===== src/rtl/alu_arbiter_pkg.sv =====
// Shared definitions for the two-requester ALU arbiter: FSM states, operand
// width, ALU opcode constants and the latched-operation record.
package alu_arbiter_pkg;

    localparam int DATA_W = 64;
    localparam int OPR_W  = 5;

    typedef enum logic [1:0] {
        ST_IDLE  = 2'd0,
        ST_ISSUE = 2'd1,
        ST_WAIT  = 2'd2,
        ST_RESP  = 2'd3
    } arb_state_e;

    localparam logic [OPR_W-1:0] OP_PASS_A  = 5'b00000;
    localparam logic [OPR_W-1:0] OP_PASS_B  = 5'b00001;
    localparam logic [OPR_W-1:0] OP_ADD     = 5'b00010;
    localparam logic [OPR_W-1:0] OP_SUB     = 5'b00011;
    localparam logic [OPR_W-1:0] OP_CMUL    = 5'b00100;
    localparam logic [OPR_W-1:0] OP_MUL     = 5'b00110;
    localparam logic [OPR_W-1:0] OP_CMP     = 5'b01000;
    localparam logic [OPR_W-1:0] OP_POLAR_A = 5'b01001;
    localparam logic [OPR_W-1:0] OP_POLAR_B = 5'b01010;

    // One accepted operation as it is held for the shared ALU.
    typedef struct packed {
        logic [OPR_W-1:0]  opr;
        logic [DATA_W-1:0] in_a;
        logic [DATA_W-1:0] in_b;
    } alu_op_t;

endpackage


===== src/rtl/alu_arbiter_if.sv =====
// Bundle of requester-side and ALU-side signals around the arbiter.
// Modport 'slave' is the arbiter's view; 'master' is the environment's view
// (requesters plus the shared ALU).
interface alu_arbiter_if;
    import alu_arbiter_pkg::*;

    logic              req0_valid;
    logic              req0_ready;
    logic [OPR_W-1:0]  req0_opr;
    logic [DATA_W-1:0] req0_inA;
    logic [DATA_W-1:0] req0_inB;
    logic [DATA_W-1:0] req0_result;
    logic              req0_rvalid;
    logic              req0_err;

    logic              req1_valid;
    logic              req1_ready;
    logic [OPR_W-1:0]  req1_opr;
    logic [DATA_W-1:0] req1_inA;
    logic [DATA_W-1:0] req1_inB;
    logic [DATA_W-1:0] req1_result;
    logic              req1_rvalid;
    logic              req1_err;

    logic              alu_start;
    logic [OPR_W-1:0]  alu_opr;
    logic [DATA_W-1:0] alu_inA;
    logic [DATA_W-1:0] alu_inB;
    logic [DATA_W-1:0] alu_outAB;
    logic              alu_done;

    modport slave (
        input  req0_valid, req0_opr, req0_inA, req0_inB,
        output req0_ready, req0_result, req0_rvalid, req0_err,
        input  req1_valid, req1_opr, req1_inA, req1_inB,
        output req1_ready, req1_result, req1_rvalid, req1_err,
        output alu_start, alu_opr, alu_inA, alu_inB,
        input  alu_outAB, alu_done
    );

    modport master (
        output req0_valid, req0_opr, req0_inA, req0_inB,
        input  req0_ready, req0_result, req0_rvalid, req0_err,
        output req1_valid, req1_opr, req1_inA, req1_inB,
        input  req1_ready, req1_result, req1_rvalid, req1_err,
        input  alu_start, alu_opr, alu_inA, alu_inB,
        output alu_outAB, alu_done
    );

endinterface


===== src/rtl/alu_rr_grant.sv =====
// Two-way round-robin grant: a lone valid requester wins; on contention the
// requester that was not granted last wins.
module alu_rr_grant (
    input  logic valid0,
    input  logic valid1,
    input  logic last_grant,
    output logic gnt_valid,
    output logic gnt_idx
);

    // Pick the winner from the current valids and the last-grant pointer.
    always_comb begin
        gnt_valid = valid0 | valid1;
        gnt_idx   = 1'b0;
        if (valid0 && valid1) begin
            gnt_idx = ~last_grant;
        end else if (valid1) begin
            gnt_idx = 1'b1;
        end
    end

endmodule


===== src/rtl/alu_arbiter.sv =====
// Arbiter sharing one multi-cycle ALU between two requesters.
// IDLE grants one requester, ISSUE pulses alu_start, WAIT holds operands until
// alu_done, RESP returns the captured result to the granted requester.
// Optional watchdog: define ALU_ARB_TIMEOUT_EN to abort a WAIT after
// TIMEOUT_CYCLES cycles with err=1 and result=0.
module alu_arbiter
    import alu_arbiter_pkg::*;
#(
    parameter int TIMEOUT_CYCLES = 64
) (
    input  logic         clock,
    input  logic         reset,
    alu_arbiter_if.slave bus
);

    if (TIMEOUT_CYCLES < 1) begin : g_bad_timeout
        $error("TIMEOUT_CYCLES must be at least 1");
    end

    arb_state_e        state_q, state_d;
    alu_op_t           op_q, op_d;
    logic              gnt_q, gnt_d;
    logic              last_q, last_d;
    logic [DATA_W-1:0] cap_q, cap_d;
    logic [DATA_W-1:0] res0_q, res0_d;
    logic [DATA_W-1:0] res1_q, res1_d;
    logic              rvalid0_q, rvalid0_d;
    logic              rvalid1_q, rvalid1_d;

    logic              gnt_valid;
    logic              gnt_idx;
    logic              ready0;
    logic              ready1;
    logic              alu_start;
    alu_op_t           req0_op;
    alu_op_t           req1_op;

    assign req0_op = {bus.req0_opr, bus.req0_inA, bus.req0_inB};
    assign req1_op = {bus.req1_opr, bus.req1_inA, bus.req1_inB};

    alu_rr_grant u_grant (
        .valid0     (bus.req0_valid),
        .valid1     (bus.req1_valid),
        .last_grant (last_q),
        .gnt_valid  (gnt_valid),
        .gnt_idx    (gnt_idx)
    );

`ifdef ALU_ARB_TIMEOUT_EN
    localparam int CNT_W = (TIMEOUT_CYCLES > 1) ? $clog2(TIMEOUT_CYCLES) : 1;
    localparam logic [CNT_W-1:0] CNT_LAST = CNT_W'(TIMEOUT_CYCLES - 1);

    logic [CNT_W-1:0] cnt_q, cnt_d;
    logic             timed_out_q, timed_out_d;
    logic             err0_q, err0_d;
    logic             err1_q, err1_d;
`endif

    // Next-state, grant and response logic for the four-state FSM.
    always_comb begin
        // NOTE: every combinational output gets a default first, so no path leaves it unassigned (no latches).
        state_d   = state_q;
        op_d      = op_q;
        gnt_d     = gnt_q;
        last_d    = last_q;
        cap_d     = cap_q;
        res0_d    = res0_q;
        res1_d    = res1_q;
        rvalid0_d = 1'b0;
        rvalid1_d = 1'b0;
        ready0    = 1'b0;
        ready1    = 1'b0;
        alu_start = 1'b0;
`ifdef ALU_ARB_TIMEOUT_EN
        cnt_d       = cnt_q;
        timed_out_d = timed_out_q;
        err0_d      = 1'b0;
        err1_d      = 1'b0;
`endif
        case (state_q)
            ST_IDLE: begin
                ready0 = gnt_valid && !gnt_idx;
                ready1 = gnt_valid && gnt_idx;
                if (gnt_valid) begin
                    state_d = ST_ISSUE;
                    gnt_d   = gnt_idx;
                    last_d  = gnt_idx;
                    op_d    = gnt_idx ? req1_op : req0_op;
                end
            end
            ST_ISSUE: begin
                alu_start = 1'b1;
                state_d   = ST_WAIT;
`ifdef ALU_ARB_TIMEOUT_EN
                cnt_d       = '0;
                timed_out_d = 1'b0;
`endif
            end
            ST_WAIT: begin
                if (bus.alu_done) begin
                    cap_d   = bus.alu_outAB;
                    state_d = ST_RESP;
                end
`ifdef ALU_ARB_TIMEOUT_EN
                else if (cnt_q == CNT_LAST) begin
                    cap_d       = '0;
                    timed_out_d = 1'b1;
                    state_d     = ST_RESP;
                end else begin
                    cnt_d = cnt_q + 1'b1;
                end
`endif
            end
            ST_RESP: begin
                if (!gnt_q) begin
                    res0_d    = cap_q;
                    rvalid0_d = 1'b1;
`ifdef ALU_ARB_TIMEOUT_EN
                    err0_d    = timed_out_q;
`endif
                end else begin
                    res1_d    = cap_q;
                    rvalid1_d = 1'b1;
`ifdef ALU_ARB_TIMEOUT_EN
                    err1_d    = timed_out_q;
`endif
                end
                state_d = ST_IDLE;
            end
            default: state_d = ST_IDLE;
        endcase
    end

    // State and datapath registers.
    always_ff @(posedge clock or posedge reset) begin
        // NOTE: all registers, including result and operand holding registers, are reset so every output is 0 in reset.
        if (reset) begin
            state_q   <= ST_IDLE;
            op_q      <= '0;
            gnt_q     <= 1'b0;
            last_q    <= 1'b1;
            cap_q     <= '0;
            res0_q    <= '0;
            res1_q    <= '0;
            rvalid0_q <= 1'b0;
            rvalid1_q <= 1'b0;
        end else begin
            // NOTE: sequential state uses non-blocking assignments so all flops update together.
            state_q   <= state_d;
            op_q      <= op_d;
            gnt_q     <= gnt_d;
            last_q    <= last_d;
            cap_q     <= cap_d;
            res0_q    <= res0_d;
            res1_q    <= res1_d;
            rvalid0_q <= rvalid0_d;
            rvalid1_q <= rvalid1_d;
        end
    end

`ifdef ALU_ARB_TIMEOUT_EN
    // Watchdog counter and error flags.
    always_ff @(posedge clock or posedge reset) begin
        if (reset) begin
            cnt_q       <= '0;
            timed_out_q <= 1'b0;
            err0_q      <= 1'b0;
            err1_q      <= 1'b0;
        end else begin
            cnt_q       <= cnt_d;
            timed_out_q <= timed_out_d;
            err0_q      <= err0_d;
            err1_q      <= err1_d;
        end
    end

    assign bus.req0_err = err0_q;
    assign bus.req1_err = err1_q;
`else
    assign bus.req0_err = 1'b0;
    assign bus.req1_err = 1'b0;
`endif

    assign bus.req0_ready  = ready0;
    assign bus.req1_ready  = ready1;
    assign bus.req0_result = res0_q;
    assign bus.req1_result = res1_q;
    assign bus.req0_rvalid = rvalid0_q;
    assign bus.req1_rvalid = rvalid1_q;
    assign bus.alu_start   = alu_start;
    assign bus.alu_opr     = op_q.opr;
    assign bus.alu_inA     = op_q.in_a;
    assign bus.alu_inB     = op_q.in_b;

endmodule


===== src/flat_wrapper.sv =====
// flat-port wrapper written by rule: the top's interface ports become plain ports
module alu_arbiter_flat import alu_arbiter_pkg::*;
#(
    parameter int TIMEOUT_CYCLES = 64
)
  (clock, reset, bus_req0_valid, bus_req0_opr, bus_req0_inA, bus_req0_inB, bus_req0_ready, bus_req0_result, bus_req0_rvalid, bus_req0_err, bus_req1_valid, bus_req1_opr, bus_req1_inA, bus_req1_inB, bus_req1_ready, bus_req1_result, bus_req1_rvalid, bus_req1_err, bus_alu_start, bus_alu_opr, bus_alu_inA, bus_alu_inB, bus_alu_outAB, bus_alu_done);
  alu_arbiter_if bus_i ();
  input  logic clock;
  input  logic reset;
  input wire logic [$bits(bus_i.req0_valid)-1:0] bus_req0_valid;
  input wire logic [$bits(bus_i.req0_opr)-1:0] bus_req0_opr;
  input wire logic [$bits(bus_i.req0_inA)-1:0] bus_req0_inA;
  input wire logic [$bits(bus_i.req0_inB)-1:0] bus_req0_inB;
  output wire logic [$bits(bus_i.req0_ready)-1:0] bus_req0_ready;
  output wire logic [$bits(bus_i.req0_result)-1:0] bus_req0_result;
  output wire logic [$bits(bus_i.req0_rvalid)-1:0] bus_req0_rvalid;
  output wire logic [$bits(bus_i.req0_err)-1:0] bus_req0_err;
  input wire logic [$bits(bus_i.req1_valid)-1:0] bus_req1_valid;
  input wire logic [$bits(bus_i.req1_opr)-1:0] bus_req1_opr;
  input wire logic [$bits(bus_i.req1_inA)-1:0] bus_req1_inA;
  input wire logic [$bits(bus_i.req1_inB)-1:0] bus_req1_inB;
  output wire logic [$bits(bus_i.req1_ready)-1:0] bus_req1_ready;
  output wire logic [$bits(bus_i.req1_result)-1:0] bus_req1_result;
  output wire logic [$bits(bus_i.req1_rvalid)-1:0] bus_req1_rvalid;
  output wire logic [$bits(bus_i.req1_err)-1:0] bus_req1_err;
  output wire logic [$bits(bus_i.alu_start)-1:0] bus_alu_start;
  output wire logic [$bits(bus_i.alu_opr)-1:0] bus_alu_opr;
  output wire logic [$bits(bus_i.alu_inA)-1:0] bus_alu_inA;
  output wire logic [$bits(bus_i.alu_inB)-1:0] bus_alu_inB;
  input wire logic [$bits(bus_i.alu_outAB)-1:0] bus_alu_outAB;
  input wire logic [$bits(bus_i.alu_done)-1:0] bus_alu_done;
  assign bus_i.req0_valid = bus_req0_valid;
  assign bus_i.req0_opr = bus_req0_opr;
  assign bus_i.req0_inA = bus_req0_inA;
  assign bus_i.req0_inB = bus_req0_inB;
  assign bus_req0_ready = bus_i.req0_ready;
  assign bus_req0_result = bus_i.req0_result;
  assign bus_req0_rvalid = bus_i.req0_rvalid;
  assign bus_req0_err = bus_i.req0_err;
  assign bus_i.req1_valid = bus_req1_valid;
  assign bus_i.req1_opr = bus_req1_opr;
  assign bus_i.req1_inA = bus_req1_inA;
  assign bus_i.req1_inB = bus_req1_inB;
  assign bus_req1_ready = bus_i.req1_ready;
  assign bus_req1_result = bus_i.req1_result;
  assign bus_req1_rvalid = bus_i.req1_rvalid;
  assign bus_req1_err = bus_i.req1_err;
  assign bus_alu_start = bus_i.alu_start;
  assign bus_alu_opr = bus_i.alu_opr;
  assign bus_alu_inA = bus_i.alu_inA;
  assign bus_alu_inB = bus_i.alu_inB;
  assign bus_i.alu_outAB = bus_alu_outAB;
  assign bus_i.alu_done = bus_alu_done;
  alu_arbiter #(.TIMEOUT_CYCLES(TIMEOUT_CYCLES)) u_core (.clock(clock), .reset(reset), .bus(bus_i));
endmodule

===== config.mk =====
export PLATFORM = sky130hd
export DESIGN_NAME = alu_arbiter_flat
export DESIGN_NICKNAME = d
export VERILOG_FILES = /design/src/rtl/alu_arbiter_pkg.sv /design/src/rtl/alu_arbiter_if.sv /design/src/rtl/alu_rr_grant.sv /design/src/rtl/alu_arbiter.sv /design/src/flat_wrapper.sv
export SDC_FILE = /design/constraint.sdc
export NUM_CORES = 1
export LEC_CHECK = 0
export BUFFER_PORTS_ARGS = -buffer_cell sky130_fd_sc_hd__buf_4
export CAP_MARGIN = 20
export CORE_AREA = 2 2 234 236
export DETAILED_ROUTE_END_ITERATION = 7
export DIE_AREA = 0 0 236 238
export PLACE_DENSITY = 0.45
export SYNTH_ARGS = -nofsm -noshare
export SYNTH_HDL_FRONTEND = slang
export SYNTH_SLANG_ARGS = --single-unit

===== constraint.sdc =====
create_clock -name clock -period 22.2 [get_ports clock]
set_input_delay 3.33 -clock clock [delete_from_list [all_inputs] [get_ports clock]]
set_output_delay 3.33 -clock clock [all_outputs]
set_load 0.01 [all_outputs]

==> impl_results.md <==
- Run status: finished clean
- Number of global-route vias before repair: 11,800
- Cell Int Power: 2.00 mW
- Hold buffer count at cts: 0
- Cell Pwr Density: 154 mW/mm^2
- Port Buffer Count: 600
- CTS tree: built
- Net load switching power: 1.07 mW
- Yosys warnings: 0
- Worst EP arrival: about 5.3 ns
- Starting DRC count in detailed routing: around 470
- Tot Pwr: slightly above 3 mW
- Seq/Total Area, Yosys: 62.0%
- Synthesized area per cell: about 12 um^2
- Commonest non-fill, non-tap cell in the layout: buf_4
- RSZ-0062 raised after global routing: false
- Met3 routed wirelength: about 4700 um
- Crit path time final: 8.66 ns
- Most frequent cells in the layout: buf_4 (612), dfrtp_1 (330), a21oi_1 (258)
- Max-slew violation count: 0
- Initial antenna violation count: 5
- Setup_tns: 0 ns
- Origin of the worst setup path: bus_req1_valid
- Via density per instance: 4.53
- Die X: approximately 240 um
- Final Hold Viols: 0
- CTS HTree Levels: 2
- Register share of total power: 36.0%
- TritonCTS buffer count: 41
- Multi-input gate area: 0.00472 mm^2
- Clock Latency Late Sink: 0.56 ns
- FFs w/ async S/R, synth: 100%
- Pre-CTS setup slack: 13.54 ns
- First-pass GRT wire length: roughly 75,000 um
- Die H: 238 um
- Cell Rows: 85
- Critical path type: in2out
- Register area: about 0.0083 mm^2
- Uppermost routed layer: met4
- Flops & latches, synth: 331
- Clk pwr share: 23.0%
- HP Start: u_core.bus.req0_result[62]$_DFFE_PP0P_
- Final wirelength: 51,300 um
- Yosys cell types: 25
- Via count: around 11,000
- Data required, critical path: 18.87 ns
- Sink Count: 331
- Hold path cells: 1
- Cell Area, Synth: 0.0134 mm^2
- Slew @ Worst Pin: 1.06 ns
- Worst-path fanout max: 83
- Total of max-cap violations: 0
- Crit end category: primary output
- Achievable Freq: between 0.1 and 0.15 GHz
- Worst Setup Start Kind: input port
- Core Region: around 0.053 mm^2
- Static Leak: 9.56 nW
- M1 wire length: 19,900 um
- Synth Instances: 1,152
- Area of the die: approximately 0.056 mm^2
- Final Setup Violations: 0
- I/O pin total: between 600 and 700
- Clock Tree Buf Depth: 3
- Root buffer cell: clkbuf_16
- Nets: 2,069
- Final worst setup slack: 13.54 ns
- Metal2 WL: 25,300 um
- Clk pin slew, worst setup/hold paths: approximately 0.06 ns
- Drt wl/cell: roughly 21 um
- Grt ovf: 0
- Area Growth Syn to Fin: 49.1%
- Pre-antenna DRT Iters: 6
- Min-Delay Path Class: reg2reg
- GRT Overall Usage: 17.8%
- Post-CTS setup buffers: 0
- Max transition margin: 29.2%
- Crit share post-route: 39.0%
- Comb power frac: 41.1%
- Reg2Reg Depth: 6
- IR drop worst, VDD: 53.3 uV
- Clock skew: ~0.023 ns
- Critical R2R Launch: u_core.state_q[0]$_DFFE_PP0P_
- Post-cts gate resize count: 0
- DPL Wire Length: approximately 37,000 um
- Fill cells: 5,452
- Share of cells above drive strength 1: roughly 50%
- Largest net degree at the start of global routing: 131
- Number of synthesized flops with an enable pin: 0
- Starting Density: 25.0%
- ANT nets after route: 0
- Most common flop cell mapped by yosys: dfrtp_1
- DR DRC count: 0
- Switching share of power: 34.9%
- RD Place Congestion: 0.800
[final cells by class]
class	count	share of cell area, %
repair buffers	612	23.0
multi-input cells	737	23.7
flip-flops and latches	331	41.6
well taps	696	4.37
clock buffers	64	6.35
diodes	5	0.0628
inverters	6	0.151
clock inverters	9	0.778
[routing by layer]
metal / up-vias / global-route usage (%)
met5: - / 0
met4: 0 / 5.91
met3: 81 / 7.15
met2: 422 / 30.4
met1: 5532 / 20.2
li1: 5101 / -
[cell usage after synthesis (5+ instances only)]
master,n,area [um^2]
dfrtp_1,330,8260
a21oi_1,258,1290
mux2_2,193,2170
nand2_1,130,488
nor2_1,129,484
buf_2,63,315
clkbuf_1,9,33.8
buf_4,6,45.0
inv_1,6,22.5
a221o_1,5,50.1
and3_1,5,31.3
ha_1,5,62.6
[worst paths after layout]
| check | endpoint | slack (ns) |
|---|---|---|
| max in group asynchronous | u_core.bus.req1_result[10]$_DFFE_PP0P_ | 17.64 |
| setup reg to reg | u_core.bus.alu_inB[60]$_DFFE_PP0P_ | 19.18 |
| setup / recovery | bus_req0_ready | 13.54 |
| min in group asynchronous | u_core.bus.req0_result[33]$_DFFE_PP0P_ | 3.02 |
| hold / removal | u_core.bus.req0_result[62]$_DFFE_PP0P_ | 0.50 |
| hold reg to reg | u_core.bus.req0_result[62]$_DFFE_PP0P_ | 0.50 |
[cells by family after synthesis]
group / Yosys count / synth area share [%]
AND/OR/NAND/NOR: 267 / 7.65
adder cells (fa/ha/maj): 5 / 0.468
other: 1 / 0.0280
AO/OA/AOI/OAI: 270 / 10.5
buffers and inverters: 85 / 3.14
multiplexers: 193 / 16.3
flip-flops: 331 / 62.0
[critical path, cell delays in order]
cell and delay, ns:
buf_4 0.13, a21boi_4 0.18, buf_4 0.50, buf_4 0.85, nor2_1 0.13, buf_4 0.19
[registers in the layout, indices dropped and copies added (netlist names)]
register / cells
u_core.bus.alu_inA: 64
u_core.bus.alu_inB: 64
u_core.bus.req0_result: 64
u_core.bus.req1_result: 64
u_core.cap_q: 64
u_core.bus.alu_opr: 5
u_core.state_q: 2
u_core.bus.req0_rvalid: 1
u_core.bus.req1_rvalid: 1
u_core.gnt_q: 1
u_core.last_q: 1
[power by group through the flow]
stage	Combinational (mW)	Sequential [mW]	Clock (mW)
2_1_floorplan	0.548	1.19	0
3_3_place_gp	1.28	1.10	0
3_5_place_dp	1.29	1.11	0
4_1_cts	1.29	1.11	0.727
5_1_grt	1.37	1.15	0.751
6_report	1.26	1.10	0.705
[metrics by stage]
stage / utilization [%] / hold WS, ns / instance area [um^2] / std cells
6_report: 37.3 / 0.505 / 19900 / 2460
5_1_grt: 37.3 / 0.515 / 19900 / 2459
4_1_cts: 37.2 / 0.506 / 19900 / 2455
3_5_place_dp: 34.6 / 0.494 / 18500 / 2382
3_3_place_gp: 34.6 / 0.489 / 18500 / 2382
2_1_floorplan: - / 0.463 / 13400 / 1153
Note: power is estimated with default switching activity, not from simulation.
